**src/rtl/adc_spi_sequencer_if.sv**
```systemverilog
// Handshake and serial-link signals between the ADC sequencer and its user/ADC.
// master = requester plus ADC side (drives start/continuo/sdata); slave = the sequencer.
interface adc_spi_sequencer_if #(
    parameter int unsigned DATA_W = 12
);
    logic              start;
    logic              continuo;
    logic              sdata;
    logic              cs_n;
    logic              sclk;
    logic [DATA_W-1:0] dato;
    logic              dato_valido;
    logic              ocupado;

    modport master (
        output start,
        output continuo,
        output sdata,
        input  cs_n,
        input  sclk,
        input  dato,
        input  dato_valido,
        input  ocupado
    );

    modport slave (
        input  start,
        input  continuo,
        input  sdata,
        output cs_n,
        output sclk,
        output dato,
        output dato_valido,
        output ocupado
    );
endinterface

```
**src/rtl/adc_spi_sequencer.sv**
```systemverilog
// Frame sequencer for a 16-SCLK serial ADC: generates CS_n/SCLK from a half-period
// counter, shifts in the frame and presents a DATA_W-bit sample with a valid strobe.
module adc_spi_sequencer #(
    parameter int unsigned HALF_PERIOD = 70,
    parameter int unsigned FRAME_BITS  = 16,
    parameter int unsigned DATA_W      = 12
) (
    input logic                Clck_in,
    input logic                reset_Clock,
    adc_spi_sequencer_if.slave bus_io
);

    localparam int unsigned CntW = (HALF_PERIOD > 0) ? $clog2(HALF_PERIOD + 1) : 1;
    localparam int unsigned BitW = (FRAME_BITS > 1) ? $clog2(FRAME_BITS) : 1;
    localparam logic [CntW-1:0] HpMax   = CntW'(HALF_PERIOD);
    localparam logic [BitW-1:0] LastBit = BitW'(FRAME_BITS - 1);

    typedef enum logic [2:0] {
        StIdle,
        StSetup,
        StShift,
        StDone,
        StQuiet
    } state_e;

    state_e            state_q;
    logic [CntW-1:0]   hp_cnt_q;
    logic [BitW-1:0]   bit_cnt_q;
    logic [DATA_W-1:0] shift_q;
    logic              quiet_q;
    logic              cs_n_q;
    logic              sclk_q;
    logic [DATA_W-1:0] dato_q;
    logic              valid_q;
    logic              busy_q;
    logic              tick;

    assign tick = (state_q != StIdle) && (hp_cnt_q == HpMax);

    always_ff @(posedge Clck_in) begin
        if (reset_Clock) begin
            state_q   <= StIdle;
            hp_cnt_q  <= '0;
            bit_cnt_q <= '0;
            shift_q   <= '0;
            quiet_q   <= 1'b0;
            cs_n_q    <= 1'b1;
            sclk_q    <= 1'b1;
            dato_q    <= '0;
            valid_q   <= 1'b0;
            busy_q    <= 1'b0;
        end else begin
            valid_q <= 1'b0;

            if (state_q == StIdle || tick) begin
                hp_cnt_q <= '0;
            end else begin
                hp_cnt_q <= hp_cnt_q + 1'b1;
            end

            case (state_q)
                StIdle: begin
                    if (bus_io.start || bus_io.continuo) begin
                        state_q <= StSetup;
                        cs_n_q  <= 1'b0;
                        busy_q  <= 1'b1;
                    end
                end
                StSetup: begin
                    if (tick) begin
                        sclk_q    <= 1'b0;
                        bit_cnt_q <= '0;
                        state_q   <= StShift;
                    end
                end
                StShift: begin
                    if (tick) begin
                        sclk_q <= ~sclk_q;
                        // Only the last DATA_W bits are kept; leading frame bits fall off the top.
                        if (!sclk_q) begin
                            shift_q   <= {shift_q[DATA_W-2:0], bus_io.sdata};
                            bit_cnt_q <= bit_cnt_q + 1'b1;
                            if (bit_cnt_q == LastBit) begin
                                state_q <= StDone;
                            end
                        end
                    end
                end
                StDone: begin
                    if (tick) begin
                        cs_n_q  <= 1'b1;
                        dato_q  <= shift_q;
                        valid_q <= 1'b1;
                        quiet_q <= 1'b0;
                        state_q <= StQuiet;
                    end
                end
                StQuiet: begin
                    if (tick) begin
                        if (!quiet_q) begin
                            quiet_q <= 1'b1;
                        end else if (bus_io.continuo) begin
                            state_q <= StSetup;
                            cs_n_q  <= 1'b0;
                        end else begin
                            state_q <= StIdle;
                            busy_q  <= 1'b0;
                        end
                    end
                end
                default: begin
                    state_q <= StIdle;
                    cs_n_q  <= 1'b1;
                    sclk_q  <= 1'b1;
                    busy_q  <= 1'b0;
                end
            endcase
        end
    end

    assign bus_io.cs_n        = cs_n_q;
    assign bus_io.sclk        = sclk_q;
    assign bus_io.dato        = dato_q;
    assign bus_io.dato_valido = valid_q;
    assign bus_io.ocupado     = busy_q;

endmodule
```
**src/flat_wrapper.sv**
```systemverilog
// flat-port wrapper written by rule: the top's interface ports become plain ports
module adc_spi_sequencer_flat 
#(
    parameter int unsigned HALF_PERIOD = 70,
    parameter int unsigned FRAME_BITS  = 16,
    parameter int unsigned DATA_W      = 12
)
  (Clck_in, reset_Clock, bus_io_start, bus_io_continuo, bus_io_sdata, bus_io_cs_n, bus_io_sclk, bus_io_dato, bus_io_dato_valido, bus_io_ocupado);
  adc_spi_sequencer_if #(.DATA_W(DATA_W)) bus_io_i ();
  input logic Clck_in;
  input logic reset_Clock;
  input wire logic [$bits(bus_io_i.start)-1:0] bus_io_start;
  input wire logic [$bits(bus_io_i.continuo)-1:0] bus_io_continuo;
  input wire logic [$bits(bus_io_i.sdata)-1:0] bus_io_sdata;
  output wire logic [$bits(bus_io_i.cs_n)-1:0] bus_io_cs_n;
  output wire logic [$bits(bus_io_i.sclk)-1:0] bus_io_sclk;
  output wire logic [$bits(bus_io_i.dato)-1:0] bus_io_dato;
  output wire logic [$bits(bus_io_i.dato_valido)-1:0] bus_io_dato_valido;
  output wire logic [$bits(bus_io_i.ocupado)-1:0] bus_io_ocupado;
  assign bus_io_i.start = bus_io_start;
  assign bus_io_i.continuo = bus_io_continuo;
  assign bus_io_i.sdata = bus_io_sdata;
  assign bus_io_cs_n = bus_io_i.cs_n;
  assign bus_io_sclk = bus_io_i.sclk;
  assign bus_io_dato = bus_io_i.dato;
  assign bus_io_dato_valido = bus_io_i.dato_valido;
  assign bus_io_ocupado = bus_io_i.ocupado;
  adc_spi_sequencer #(.HALF_PERIOD(HALF_PERIOD), .FRAME_BITS(FRAME_BITS), .DATA_W(DATA_W)) u_core (.Clck_in(Clck_in), .reset_Clock(reset_Clock), .bus_io(bus_io_i));
endmodule
```
**config.mk**
```make
export PLATFORM = sky130hd
export DESIGN_NAME = adc_spi_sequencer_flat
export DESIGN_NICKNAME = d
export VERILOG_FILES = /design/src/rtl/adc_spi_sequencer_if.sv /design/src/rtl/adc_spi_sequencer.sv /design/src/flat_wrapper.sv
export SDC_FILE = /design/constraint.sdc
export NUM_CORES = 1
export LEC_CHECK = 0
export ABC_AREA = 0
export BUFFER_PORTS_ARGS = -buffer_cell sky130_fd_sc_hd__buf_2
export CORE_MARGIN = 5
export CORE_UTILIZATION = 38
export CTS_CLUSTER_SIZE = 20
export DETAILED_ROUTE_END_ITERATION = 8
export GPL_TIMING_DRIVEN = 1
export SYNTH_ARGS = -nofsm -noshare
export SYNTH_HDL_FRONTEND = slang
export SYNTH_SLANG_ARGS = --single-unit
```
**constraint.sdc**
```tcl
create_clock -name Clck_in -period 2.95 [get_ports Clck_in]
set_input_delay 0.59 -clock Clck_in [delete_from_list [all_inputs] [get_ports Clck_in]]
set_output_delay 0.59 -clock Clck_in [all_outputs]
set_load 0.01 [all_outputs]
```
## After elaboration in Yosys (flattened, before gate mapping)

Index checks and enable logic that the tools add are counted.

| storage, ports and cells | value |
|---|---|
| bits in registers | 43 |

| cells by class | value |
|---|---|
| multiplexer cells | 30 |
| bitwise gates (word level) | 5 |
| equal/unequal tests | 16 |
| reductions and logical operators | 20 |
| add/subtract/negate cells | 2 |

Operators with widths:

| cell | count |
|---|---|
| $mux W3 | 8 |
| $pmux W3 S5 | 1 |
| $mux W1 | 13 |
| $mux W4 | 3 |
| $ne A2 B1 Y1 const B | 6 |
| $reduce_and A3 Y1 | 3 |
| $ne A2 B2 Y1 const B | 4 |
| $pmux W4 S2 | 1 |
| $reduce_and A8 Y1 | 1 |
| $add A7 B1 Y7 const B | 1 |
| $eq A7 B7 Y1 const B | 1 |
| $eq A3 B2 Y1 const B | 2 |
| $pmux W1 S3 | 2 |
| $reduce_and A6 Y1 | 1 |
| $reduce_or A2 Y1 | 3 |
| $reduce_or A3 Y1 | 2 |
| $not A1 Y1 | 5 |
| $reduce_and A5 Y1 | 1 |
| $add A4 B1 Y4 const B | 1 |
| $eq A4 B4 Y1 const B | 1 |
| $pmux W1 S4 | 1 |
| $reduce_and A4 Y1 | 1 |
| $reduce_bool A2 Y1 | 2 |
| $eq A3 B1 Y1 const B | 1 |
| other kinds (7) | 8 |

## Logic depth before layout (Yosys ltp)

| depth | value |
|---|---|
| depth after elaboration | 5 |
| depth in mapped cells | 8 |

## Worst setup path before layout

Ideal clock, no wire load.

| timing path | value |
|---|---|
| kind | reg-to-reg |
| start | register u_core.hp_cnt_q[0] |
| end | register u_core.bit_cnt_q[3] |
| clock period less this slack | 1.820 ns |
| path slack | 1.130 ns |
| path buffers | 1 |
| arrival time | 1.750 ns |
| library setup time | 0.070 ns |
| data required time | 2.880 ns |
| stages on the path, launching flop included | 8 |
| cells stage by stage | dfxtp_1 > inv_1 > ha_1 > nand4bb_1 > clkbuf_1 > or4_4 > or3_1 > a21oi_1 |

| on the way | value |
|---|---|
| word-level cells in the longest chain between the ends | 4 |

Ends and longest elaborated chain:

| what | line | source |
|---|---|---|
| from (decl) | adc_spi_sequencer.sv:27 | `logic [CntW-1:0] hp_cnt_q;` |
| from (signal assigned) | adc_spi_sequencer.sv:58 | `hp_cnt_q <= hp_cnt_q + 1'b1;` |
| $eq A7 B7 Y1 (*) | adc_spi_sequencer.sv:38 | `assign tick = (state_q != StIdle) && (hp_cnt_q == HpMax);` |
| $logic_and A1 B1 Y1 (*) | adc_spi_sequencer.sv:38 |  |
| $ne A2 B1 Y1 (no source line) | n/a |  |
| $reduce_and A4 Y1 (no source line) (*) | n/a |  |
| to (signal assigned) | adc_spi_sequencer.sv:82 | `bit_cnt_q <= bit_cnt_q + 1'b1;` |
| to (decl) | adc_spi_sequencer.sv:28 | `logic [BitW-1:0] bit_cnt_q;` |

Mark *: on every way between the ends. The rest lies on a longest branch, timed or not.
A chain may end at the register's enable or synchronous reset.

## Final worst setup path

| timing path | value |
|---|---|
| start | register u_core.state_q[1] |
| end | register u_core.bit_cnt_q[3] |

| on the way | value |
|---|---|
| word-level cells in the longest chain between the ends | 4 |

Ends and longest elaborated chain:

| what | line | source |
|---|---|---|
| from (decl) | adc_spi_sequencer.sv:26 | `state_e state_q;` |
| from (signal assigned) | adc_spi_sequencer.sv:42 | `state_q <= StIdle;` |
| from (signal assigned) | adc_spi_sequencer.sv:64 | `state_q <= StSetup;` |
| from (signal assigned) | adc_spi_sequencer.sv:73 | `state_q <= StShift;` |
| $reduce_bool A3 Y1 | adc_spi_sequencer.sv:38 |  |
| $logic_and A1 B1 Y1 | adc_spi_sequencer.sv:38 |  |
| $ne A2 B1 Y1 (no source line) | n/a |  |
| $reduce_and A4 Y1 (no source line) | n/a |  |

Parallel ways exist; a longest one is shown, timed or not.

==> flow_summary.json <==
{
  "slew_viol_final": 0,
  "pin_count": 21,
  "cts_root_buffer": "clkbuf_8",
  "numPortBuffers": 20,
  "core_mm2": 0.004692,
  "numCtsBuffers": 5,
  "register_area_um2": 860.8,
  "wirelength_um": 3523,
  "hold_class": "register to register",
  "synth_flop_cell": "dfxtp_1",
  "yosysSeqAreaShare_pct": 47.03,
  "drv_cap": 0,
  "met3_usage_pct": 3.725,
  "power_density_mw_per_mm2": 528.8,
  "ys_ff_latch": 43,
  "hold_slack_ns": 0.4732,
  "areaGrowthSynthToFinish_pct": 14.08,
  "cts_sinks": 43,
  "antennaDiodeCount": 0,
  "grt_first_pass_wirelength_um": 6168,
  "synth_compound_area_share_pct": 13.74,
  "ant_nets": 0,
  "reg2reg_to": "u_core.bit_cnt_q[3]",
  "critical_path.max_fanout": 14,
  "hold_buffers": 0,
  "synth_top_family_by_area": "simple AND/OR/NAND/NOR gates",
  "post_synth.cell_area_avg_um2": 8.554,
  "startpoint_type": "register",
  "relSlewSlack_pct": 54.91,
  "hold_path_depth": 1,
  "whs_endpoint": "u_core.hp_cnt_q[0]",
  "top_usage_layer": "met2",
  "synth_xor_area_share_pct": 2.871,
  "run_status": "finished, final reports clean",
  "initial_core_util_pct": 39.01,
  "grt_use_met2_pct": 19.02,
  "final.setup.tns_ns": 0,
  "synth_fp_nets": 222,
  "clk_latency_ns": 0.29,
  "die_h_um": 79.41,
  "yosysWarnings": 0,
  "routabilityCongestion": 0.8565,
  "r2r_setup_slack_ns": 0.77,
  "syn_area_mm2": 0.001831,
  "multi_input_area_um2": 905.9,
  "worstReg2RegStart": "u_core.state_q[1]",
  "endpoint_kind": "register",
  "wl_per_cell_um": 12.28,
  "cts_resized": 0,
  "fin_crit_sh_pct": 73.77,
  "arrival_ns": 2.40,
  "crit_type": "register to register",
  "grt_antenna_before_repair": 0,
  "synth_top_area_share_pct": 47.03,
  "synth-simple-area-share_pct": 23.38,
  "grt_max_degree": 39,
  "r2r_cells": 4,
  "grt_setup_unrepaired": "no",
  "die_area_mm2": 0.006305,
  "vias_per_cell": 5.199,
  "hold_start": "u_core.hp_cnt_q[0]",
  "firstDrtPassIters": 4,
  "synth_fa_ha_area_share_pct": 2.051,
  "synth_cell_types": 39,
  "finalHoldViolations": 0,
  "synth_cells": 214,
  "clk_pin_slew_ns": 0.08,
  "grt_pass1_vias": 1363,
  "grt_usage_pct": 12.07,
  "critical_path.startpoint": "u_core.state_q[1]",
  "synthMuxAreaShare_pct": 7.109,
  "drc_errors": 0,
  "cts_setup_buffers": 0,
  "finalSetupViolCount": 0,
  "synth_edf_count": 0,
  "post-synth-top-area-cell": "dfxtp_1",
  "cts_tree": "built",
  "skew_ns": 0.005171,
  "clockBufferDepth": 2,
  "initialDrtViolationCount": 119,
  "p_leak_nw": 0.8322,
  "utilization_pct": 44.51,
  "worst_slew_pin_slew_ns": 0.6763,
  "rows": 25,
  "dp_hpwl_um": 2441,
  "drive_gt1_share_pct": 14.59,
  "vias": 1492,
  "min_period_ns": 2.176,
  "fin_nets": 240,
  "dieWidth_um": 79.41,
  "cts_max_level": 2,
  "use_met1_pct": 15.62,
  "required_ns": 3.17,
  "synth-async-reset-ratio_pct": 0,
  "gr-total-overflow": 0,
  "fmax_mhz": 459.5,
  "nFillCells": 483,
  "yosys-top-cells-area": "dfxtp_1 (47%), mux2i_1 (7.1%), a21oi_1 (6.3%), nor2_1 (5.9%), nand2_1 (5.7%)",
  "peakVddDrop_uv": 257.7
}
## worst max-delay path by stage
stage	to	slack (ns)
floorplan	u_core.bit_cnt_q[3]	1.13
global placement	u_core.bit_cnt_q[3]	0.85
detailed placement	u_core.bit_cnt_q[3]	0.80
CTS	u_core.bit_cnt_q[3]	0.78
global route	u_core.bit_cnt_q[3]	0.65
finish	u_core.bit_cnt_q[3]	0.77
## logic make-up after synthesis
| family | count (synthesis) |
|---|---|
| compound gates | 42 |
| buf+inv | 18 |
| xor+xnor | 6 |
| mux | 13 |
| simple gates | 89 |
| fa+ha+maj | 3 |
| flops | 43 |
## synthesized netlist by cell type (2+ instances only)
cell and count:
a211oi_1 2, a21oi_1 23, buf_2 2, clkbuf_1 9, dfxtp_1 43, ha_1 3
inv_1 7, mux2i_1 13, nand2_1 28, nand3_1 3, nor2_1 29, nor2b_1 4
nor3_1 7, o2111ai_1 2, o211ai_1 3, o21ai_0 6, or3_1 4, xnor2_1 4
xor2_1 2
## area by class of cell
cell class	instances	share of cell area (%)
clock inverters	3	2.097
flip-flops and latches	43	41.22
clock buffers	5	3.295
well taps	54	3.235
repair buffers	22	5.512
multi-input cells	153	43.38
inverters	7	1.258
## cell usage in the layout (no fill, tap or decap), types with 2 or more instances in the layout
master / count
a211oi_1: 2
a21oi_1: 23
buf_2: 20
buf_4: 2
clkbuf_8: 5
dfxtp_1: 43
ha_1: 3
inv_1: 7
mux2i_1: 13
nand2_1: 28
nand3_1: 3
nor2_1: 29
nor2b_1: 4
nor3_1: 7
o2111ai_1: 2
o211ai_1: 3
o21ai_0: 6
or3_1: 4
xnor2_1: 4
xor2_1: 2
## flip-flops by register name, summed over array words and instances, names as in the netlist
name and count:
u_core.bit_cnt_q 4, u_core.bus_io.cs_n 1, u_core.bus_io.dato 12, u_core.bus_io.dato_valido 1
u_core.bus_io.ocupado 1, u_core.bus_io.sclk 1, u_core.hp_cnt_q 7, u_core.quiet_q 1
u_core.shift_q 12, u_core.state_q 3
## where the power goes
| part | internal, mW | switching (mW) | total [mW] |
|---|---|---|---|
| Combinational | 0.0216 | 0.0310 | 0.0526 |
| Clock | 0.252 | 0.202 | 0.454 |
| Sequential | 0.587 | 0.0102 | 0.598 |
| Total | 0.861 | 0.243 | 1.10 |
## critical path, cell delays in order (launching register included)
cell and delay, ns:
dfxtp_1 0.56, or3b_1 0.49, or4_4 0.54, or3_1 0.37
a21oi_1 0.14
## layer usage
metal  part of all wire [%]  routed length [um]
met1                     48                1678
met2                     46                1610
met3                    5.4                 191
met4                    1.2                  44
met5                      0                   0
## per-stage QoR
stage	total power, mW	worst slack [ns]	cell area, um^2	cells
2_1_floorplan	0.6486	1.130	1831	214
3_3_place_gp	0.6658	0.8543	1976	279
3_5_place_dp	0.6648	0.8011	1976	279
4_1_cts	1.119	0.7827	2088	287
5_1_grt	1.153	0.6511	2088	287
6_report	1.104	0.7738	2088	287
No activity file was read; power rests on OpenSTA's default activity.
